===== config.mk =====
export PLATFORM = sky130hd
export DESIGN_NAME = mx_alu_src_a
export DESIGN_NICKNAME = d
export VERILOG_FILES = /design/src/rtl/mx_alu_src_a_pkg.sv /design/src/rtl/mx_alu_src_a_mux2_w.sv /design/src/rtl/mx_alu_src_a.sv
export SDC_FILE = /design/constraint.sdc
export NUM_CORES = 1
export LEC_CHECK = 0
export ABC_AREA = 1
export BUFFER_PORTS_ARGS = -buffer_cell sky130_fd_sc_hd__buf_2
export CAP_MARGIN = 20
export CORE_MARGIN = 2
export CORE_UTILIZATION = 35
export CTS_BUF_LIST = sky130_fd_sc_hd__clkbuf_8
export CTS_CLUSTER_SIZE = 24
export DETAILED_ROUTE_END_ITERATION = 10
export PLACE_DENSITY = 0.74
export SLEW_MARGIN = 20
export SYNTH_ARGS = -nofsm -noshare
export SYNTH_HDL_FRONTEND = slang
export SYNTH_HIERARCHICAL = 1
export SYNTH_SLANG_ARGS = --single-unit

===== constraint.sdc =====
create_clock -name clk -period 1.84 [get_ports clk]
set_input_delay 0.276 -clock clk [delete_from_list [all_inputs] [get_ports clk]]
set_output_delay 0.276 -clock clk [all_outputs]
set_load 0.1 [all_outputs]

===== src/rtl/mx_alu_src_a_pkg.sv =====
// Shared CPU datapath definitions: ALUSrcA encodings and default data width.
package mx_alu_src_a_pkg;

    localparam int DATA_W = 32;

    localparam logic ALU_SRC_A_PC  = 1'b0;
    localparam logic ALU_SRC_A_REG = 1'b1;

endpackage


===== src/rtl/mx_alu_src_a_mux2_w.sv =====
// Generic WIDTH-bit 2:1 mux; shared by the ALUSrcA/ALUSrcB/MemtoReg/RegDst paths.
module mux2_w #(
    parameter int WIDTH = 32
) (
    input  logic             sel,
    input  logic [WIDTH-1:0] in0,
    input  logic [WIDTH-1:0] in1,
    output logic [WIDTH-1:0] out
);

    always_comb begin
        out = in0;
        if (sel) begin
            out = in1;
        end
    end

endmodule


===== src/rtl/mx_alu_src_a.sv =====
// ALU operand-A source select (PC or register A), with a registered copy
// of the selected operand for the ALUOut/trace path.
module mx_alu_src_a
    import mx_alu_src_a_pkg::*;
#(
    parameter int               WIDTH     = DATA_W,
    parameter logic [WIDTH-1:0] RESET_VAL = '0
) (
    input  logic             clk,
    input  logic             rst,
    input  logic             ALUSrcA,
    input  logic [WIDTH-1:0] in0,
    input  logic [WIDTH-1:0] in1,
    input  logic             hold,
    output logic [WIDTH-1:0] out,
    output logic [WIDTH-1:0] out_q
);

    logic sel_reg;

    assign sel_reg = (ALUSrcA == ALU_SRC_A_REG);

    mux2_w #(
        .WIDTH (WIDTH)
    ) u_mux (
        .sel (sel_reg),
        .in0 (in0),
        .in1 (in1),
        .out (out)
    );

    always_ff @(posedge clk or posedge rst) begin
        if (rst) begin
            out_q <= RESET_VAL;
        end else if (!hold) begin
            out_q <= out;
        end
    end

`ifndef SYNTHESIS
    // An unknown select would silently pick in0 in the mux; catch it in simulation.
    a_sel_known: assert property (@(posedge clk) disable iff (rst) !$isunknown(ALUSrcA))
        else $error("mx_alu_src_a: ALUSrcA is X/Z while out of reset");
`endif

endmodule


==> metrics.md, run 1 <==
| Metric | Value |
|---|---|
| Critical Path RT | 1560 ps |
| WS Path Type | input pin to output pin |
| Mapped Nets | 309 |
| Top flop regs | out_q: 32 flops |
| Unrepaired setup endpoints after global routing | false |
| Adder-cell share of the synthesized area | 0% |
| Reg clk slew, reported paths | 60 ps |
| Vias in the first global route | 1777 |
| CP Buf/Inv Count | 3 |
| Post-CTS sizing | 0 |
| Main combinational cell family by area after synthesis | simple AND/OR/NAND/NOR gates |
| Die area | 0.00570 mm2 |
| Worst Skew | 0 ps |
| Synthesis warning total | 6 |
| Grt ovf | 0 |
| Final setup viols | 0 |
| Final net count | 438 |
| Port Buffers | 131 |
| Layout cells sized above 1 | 44.2% |
| Seq cells post-synth | 32 |
| Hold crit path type | input pin to asynchronous set/reset pin |
| Wire per inst | 11.3 um |
| Critical path arrival | 1300 ps |
| Post-Route WL | 4960 um |
| Syn avg cell area | 7.42 um2 |
| Hold_buf cts | 0 |
| Worst-path cell chain | buf_2, buf_4, nand2_1, nand2_1, buf_12 |
| Cts bufs inserted | 5 |
| Die Ht | 75.5 um |
| Antenna Violating Nets Remaining | 0 |
| Synth Instances | 241 |
| Crit Path Max Fanout | 16 |
| Crit path time final | 1570 ps |
| CTS Sinks | 32 |
| Post-synthesis cell area | 0.00179 mm2 |
| Filler cell count in the final layout | 485 |
| Lkg Pwr | 1.76 nW |
| Worst path most repeated cell | nand2_1 |
| VDD IR max | 477 uV |
| Status | finished, final reports clean |
| Longest Clk Path Bufs | 2 |
| Max-cap viol count | 0 |
| Final Cycle Share | 85.4% |
| Diode count | 0 |
| GRT Total Usage | 18.0% |
| DP Worst Slack | 260 ps |
| Synth Area in Simple Gates | 43.1% |
| Top-level I/O count | 132 |
| Post-CTS Setup Bufs | 0 |
| Initial antenna violation count | 0 |
| Largest stage delay, worst path | 310 ps |
| CTS root buf | clkbuf_8 |
| CTS tree | done |
| Max FFs per register | 32 |
| Post-synthesis sequential area ratio | 44.8% |
| GPL Wtd Cong | 0.754 |
| 1st-iter DRT viols | 88 |
| Top reg by flops | out_q |
| H-Tree Level Count | 2 |
| XOR/XNOR Fraction of Synth Area | 0% |
| Post-synth top area share | 44.8% |
| Vias per Instance | 4.30 |
| CP max stage cell | buf_2 |
| Dominant cell type by area after synthesis | dfrtp_1 |
| Std-Cell Rows | 26 |
| First-pass iteration count of the detailed router | 6 |
| Final routed DRC violation total | 0 |
| Setup TNS | 0 ps |
| Cell Pwr Density | 994 mW/mm2 |
| Fin. max-slew vios | 0 |
| HPWL Detailed | 3780 um |
| Die X | 75.5 um |
| Final number of hold-violating endpoints | 0 |
| Cell depth of the worst setup path | 5 |
| Post-synthesis compound-gate area fraction | 0% |
| Slew headroom | 66.6% |
| Area growth from synthesis to layout | 64.9% |
| CP top delay family | buffers and inverters |
| Mux contribution to synthesized area | 0% |
| Largest net degree at the start of global routing | 33 |
| Number of unique standard cell types used by synthesis | 8 |
| Crit end category | output pin |
| Synth area leaders | dfrtp_1 (45%), nand2_1 (36%), nand2_2 (7.0%), clkbuf_8 (4.6%), buf_6 (3.8%) |
| Core area | 0.00501 mm2 |
| Worst-Skew Late Latency | 280 ps |
| Vias | 1898 |
| FF-to-FF path depth | 2 |
| F_max | 636 MHz |
| Crit path launch type | input pin |
| Worst slew pin tran | 504 ps |
| Final setup margin | 268 ps |
| Starting density of the core | 35.7% |
| Global-route wire length before repair | 7800 um |
## kinds of logic after synthesis
family | count (synthesis)
AND/OR/NAND/NOR | 192
buffers and inverters | 17
flip-flops | 32
## layer usage
| metal | track usage, % | share of wire (%) | vias up |
|---|---|---|---|
| met5 | 0 | 0 | - |
| met4 | 4.87 | 1.0 | 0 |
| met3 | 5.82 | 7.1 | 5 |
| met2 | 31.1 | 50 | 77 |
| met1 | 21.5 | 42 | 843 |
| li1 | - | - | 973 |
## metrics by stage
step                      cell area, um2  util, %  hold slack (ps)  total power, W  cells
after detailed placement            2860     57.1              390         0.00242    433
after CTS                           2950     58.9             84.0         0.00296    441
after global placement              2860     57.1              384         0.00241    433
final                               2950     58.9             73.2         0.00293    441
after global routing                2950     58.9              124         0.00306    441
after floorplan                     1790        -              392         0.00199    241
## worst paths after layout
check / startpoint / end / slack (ps)
worst min register to register: out_q[13]$_DFFE_PP0N_ / out_q[13]$_DFFE_PP0N_ / 470
max in group asynchronous: rst / out_q[10]$_DFFE_PP0N_ / 1470
worst min-delay path: rst / out_q[6]$_DFFE_PP0N_ / 70
worst max register to register: out_q[28]$_DFFE_PP0N_ / out_q[28]$_DFFE_PP0N_ / 1230
worst max-delay path: ALUSrcA / out[20] / 270
min in group clk: in0[27] / out_q[27]$_DFFE_PP0N_ / 370
## synthesized netlist by cell type
cell and instances:
inv_1 1, nand2_1 172, clkbuf_8 6, dfrtp_1 32, inv_8 2, nand2_2 20
buf_12 2, buf_6 6
## power by group
part           switching, W  internal (W)  leakage (nW)
sequential        0.0000350      0.000777         0.396
clock              0.000238      0.000293        0.0538
combinational       0.00121      0.000374          1.31
total               0.00149       0.00144          1.76
## cell usage in the layout (no fill, tap or decap), drive strengths merged
cell    netlist  layout
clkbuf        6       6
buf           8     136
nand2       192     192
inv           3       5
dfrtp        32      32
## tightest hold or removal path: cells and delay by family
| family | cells | cell delay [ps] |
|---|---|---|
| buffers and inverters | 3 | 490 |
## layout make-up
| type | count | area, um2 | area share [%] |
|---|---|---|---|
| Timing Repair Buffer | 136 | 1170 | 39.8 |
| Clock buffer | 6 | 82.6 | 2.80 |
| Clock inverter | 2 | 7.51 | 0.255 |
| Inverter | 3 | 26.3 | 0.891 |
| Multi-Input combinational cell | 192 | 771 | 26.1 |
| Sequential cell | 32 | 801 | 27.2 |
| Tap cell | 70 | 87.6 | 2.97 |
Power figures use the tool's default switching activity.
==> run 2, diff against run 1 <==
Settings changed: SETUP_SLACK_MARGIN set to 0.4.
==> metrics.md, run 2 (synthesis gave the netlist of run 1 again) <==
| Metric | Value |
|---|---|
| Layout cells sized above 1 | 53.0% |
| Die X | 75.5 um |
| Worst slew pin tran | 499 ps |
| Crit Path Max Fanout | 21 |
| Top-level I/O count | 132 |
| Met1 Resource Use GR | 21.7% |
| Antenna Violating Nets Remaining | 0 |
| F_max | 742 MHz |
| CTS tree | done |
| Switch share | 50.8% |
| Final core area utilization | 60.6% |
| Filler cell count in the final layout | 484 |
| Fin. max-slew vios | 0 |
| Die Ht | 75.5 um |
| Setup TNS | 0 ps |
| Filler-free cell count of the finished design | 440 |
| VDD IR max | 517 uV |
| WS Path Type | input pin to output pin |
| Vias per Instance | 4.29 |
| Net Switching | 0.00151 W |
| Worst r2r src | out_q[2]$_DFFE_PP0N_ |
| Core area | 0.00501 mm2 |
| Diode count | 0 |
| Final routed DRC violation total | 0 |
| Lkg Pwr | 1.75 nW |
| Met2 usage | 35.6% |
| Crit end category | output pin |
| Met3 global-route usage | 5.42% |
| Clock network fraction of design power | 18.1% |
| Initial antenna violation count | 0 |
| Vias | 1887 |
| Final Cycle Share | 73.2% |
| CTS Sinks | 32 |
| Unrepaired setup endpoints after global routing | false |
| Top reg by flops | out_q |
| GRT Total Usage | 19.4% |
| Seq pwr share | 27.4% |
| Vias in the first global route | 1935 |
| Cell Pwr Density | 978 mW/mm2 |
| Crit path launch type | input pin |
| Crit path time final | 1350 ps |
| Final setup margin | 492 ps |
| Slew headroom | 67.0% |
| Gr busiest metal | met2 |
| First-pass iteration count of the detailed router | 4 |
| Reg clk slew, reported paths | 70 ps |
| P_int | 0.00146 W |
| Worst Skew | 0 ps |
| CTS root buf | clkbuf_8 |
| Worst-Skew Late Latency | 270 ps |
| Commonest non-fill, non-tap cell in the layout | nand2_1 |
| Final hold slack | 76.9 ps |
| Port Buffers | 131 |
| Hold crit path type | input pin to asynchronous set/reset pin |
| Max FFs per register | 32 |
| Post-Route WL | 5360 um |
| Top flop regs | out_q: 32 flops |
| Max-cap viol count | 0 |
| Longest Clk Path Bufs | 2 |
| 1st-iter DRT viols | 71 |
| Critical Path RT | 1560 ps |
| Area growth from synthesis to layout | 69.9% |
| Gate power share | 54.5% |
| Starting density of the core | 35.7% |
| Most frequent cells in the layout | nand2_1 (141), buf_2 (98), nand2_2 (51) |
| Worst setup path startpoint | ALUSrcA |
| Status | finished, final reports clean |
| HPWL Detailed | 3970 um |
| H-Tree Level Count | 2 |
| Global-route wire length before repair | 8520 um |
| Dpl cells | 431 |
| Die area | 0.00570 mm2 |
| Final number of hold-violating endpoints | 0 |
| Cts bufs inserted | 5 |
| Grt ovf | 0 |
| Std-Cell Rows | 26 |
| Post-CTS Setup Bufs | 0 |
| Largest net degree at the start of global routing | 33 |
| Critical path arrival | 1070 ps |
| Wire per inst | 12.2 um |
| DP Worst Slack | 202 ps |
| Final net count | 437 |
| GPL Wtd Cong | 0.742 |
| Final setup viols | 0 |
[run 2: changes by cell type in the layout (fill, tap and decap cells not counted)]
| cell | previous run | this run |
|---|---|---|
| buf_2 | 99 | 98 |
| clkinv_8 | 0 | 1 |
| nand2_1 | 172 | 141 |
| buf_4 | 5 | 2 |
| clkinv_2 | 0 | 2 |
| nand2_2 | 20 | 51 |
| inv_8 | 2 | 1 |
| inv_6 | 0 | 1 |
| inv_1 | 3 | 1 |
| buf_6 | 0 | 2 |
[run 2: critical path, cell delays in order]
cell     delay (ps)
buf_6           210
buf_6           200
nand2_1          90
nand2_2         100
buf_12          180
[run 2: final timing paths]
path | endpoint | slack (ps) | depth (start not counted)
max reg2reg | out_q[2]$_DFFE_PP0N_ | 1200 | 2
max in group asynchronous | out_q[11]$_DFFE_PP0N_ | 1460 | 3
min in group clk | out_q[22]$_DFFE_PP0N_ | 340 | 5
min reg2reg | out_q[0]$_DFFE_PP0N_ | 470 | 2
min | out_q[23]$_DFFE_PP0N_ | 80 | 3
max | out[14] | 490 | 5
[run 2: final cells by class]
class                      instances  area [um2]  area share [%]
timing repair buffer             134        1170            38.5
multi-input combinational        192         848            27.9
sequential                        32         801            26.4
tap                               70        87.6            2.88
clock buffer                       6        82.6            2.72
inverter                           3        31.3            1.03
clock inverter                     2        10.0           0.329
timing repair inverter             1        8.76           0.288
[run 2: routing by layer]
metal | vias to the layer above | routed length, um
li1 | 970 | -
met1 | 838 | 2090
met2 | 75 | 2850
met3 | 4 | 383
met4 | 0 | 42
met5 | - | 0
[run 2: repair_timing]
action	in CTS	in global routing
hold buffers	0	0
cloned	0	1
resized for setup	2	2
endpoints found under the setup margin	32	17
[run 2: power groups by stage]
stage	logic [W]	clock network [W]	registers (W)
after floorplan	0.000651	0	0.00137
after CTS	0.00162	0.000562	0.000814
after global routing	0.00169	0.000593	0.000823
after detailed placement	0.00162	0	0.000826
final	0.00162	0.000539	0.000813
after global placement	0.00160	0	0.000822
[run 2: stage by stage]
stage	area (um2)	total power, W
after floorplan	1870	0.00202
after global placement	2920	0.00243
after detailed placement	2920	0.00245
after CTS	3020	0.00300
after global routing	3040	0.00310
final	3040	0.00297
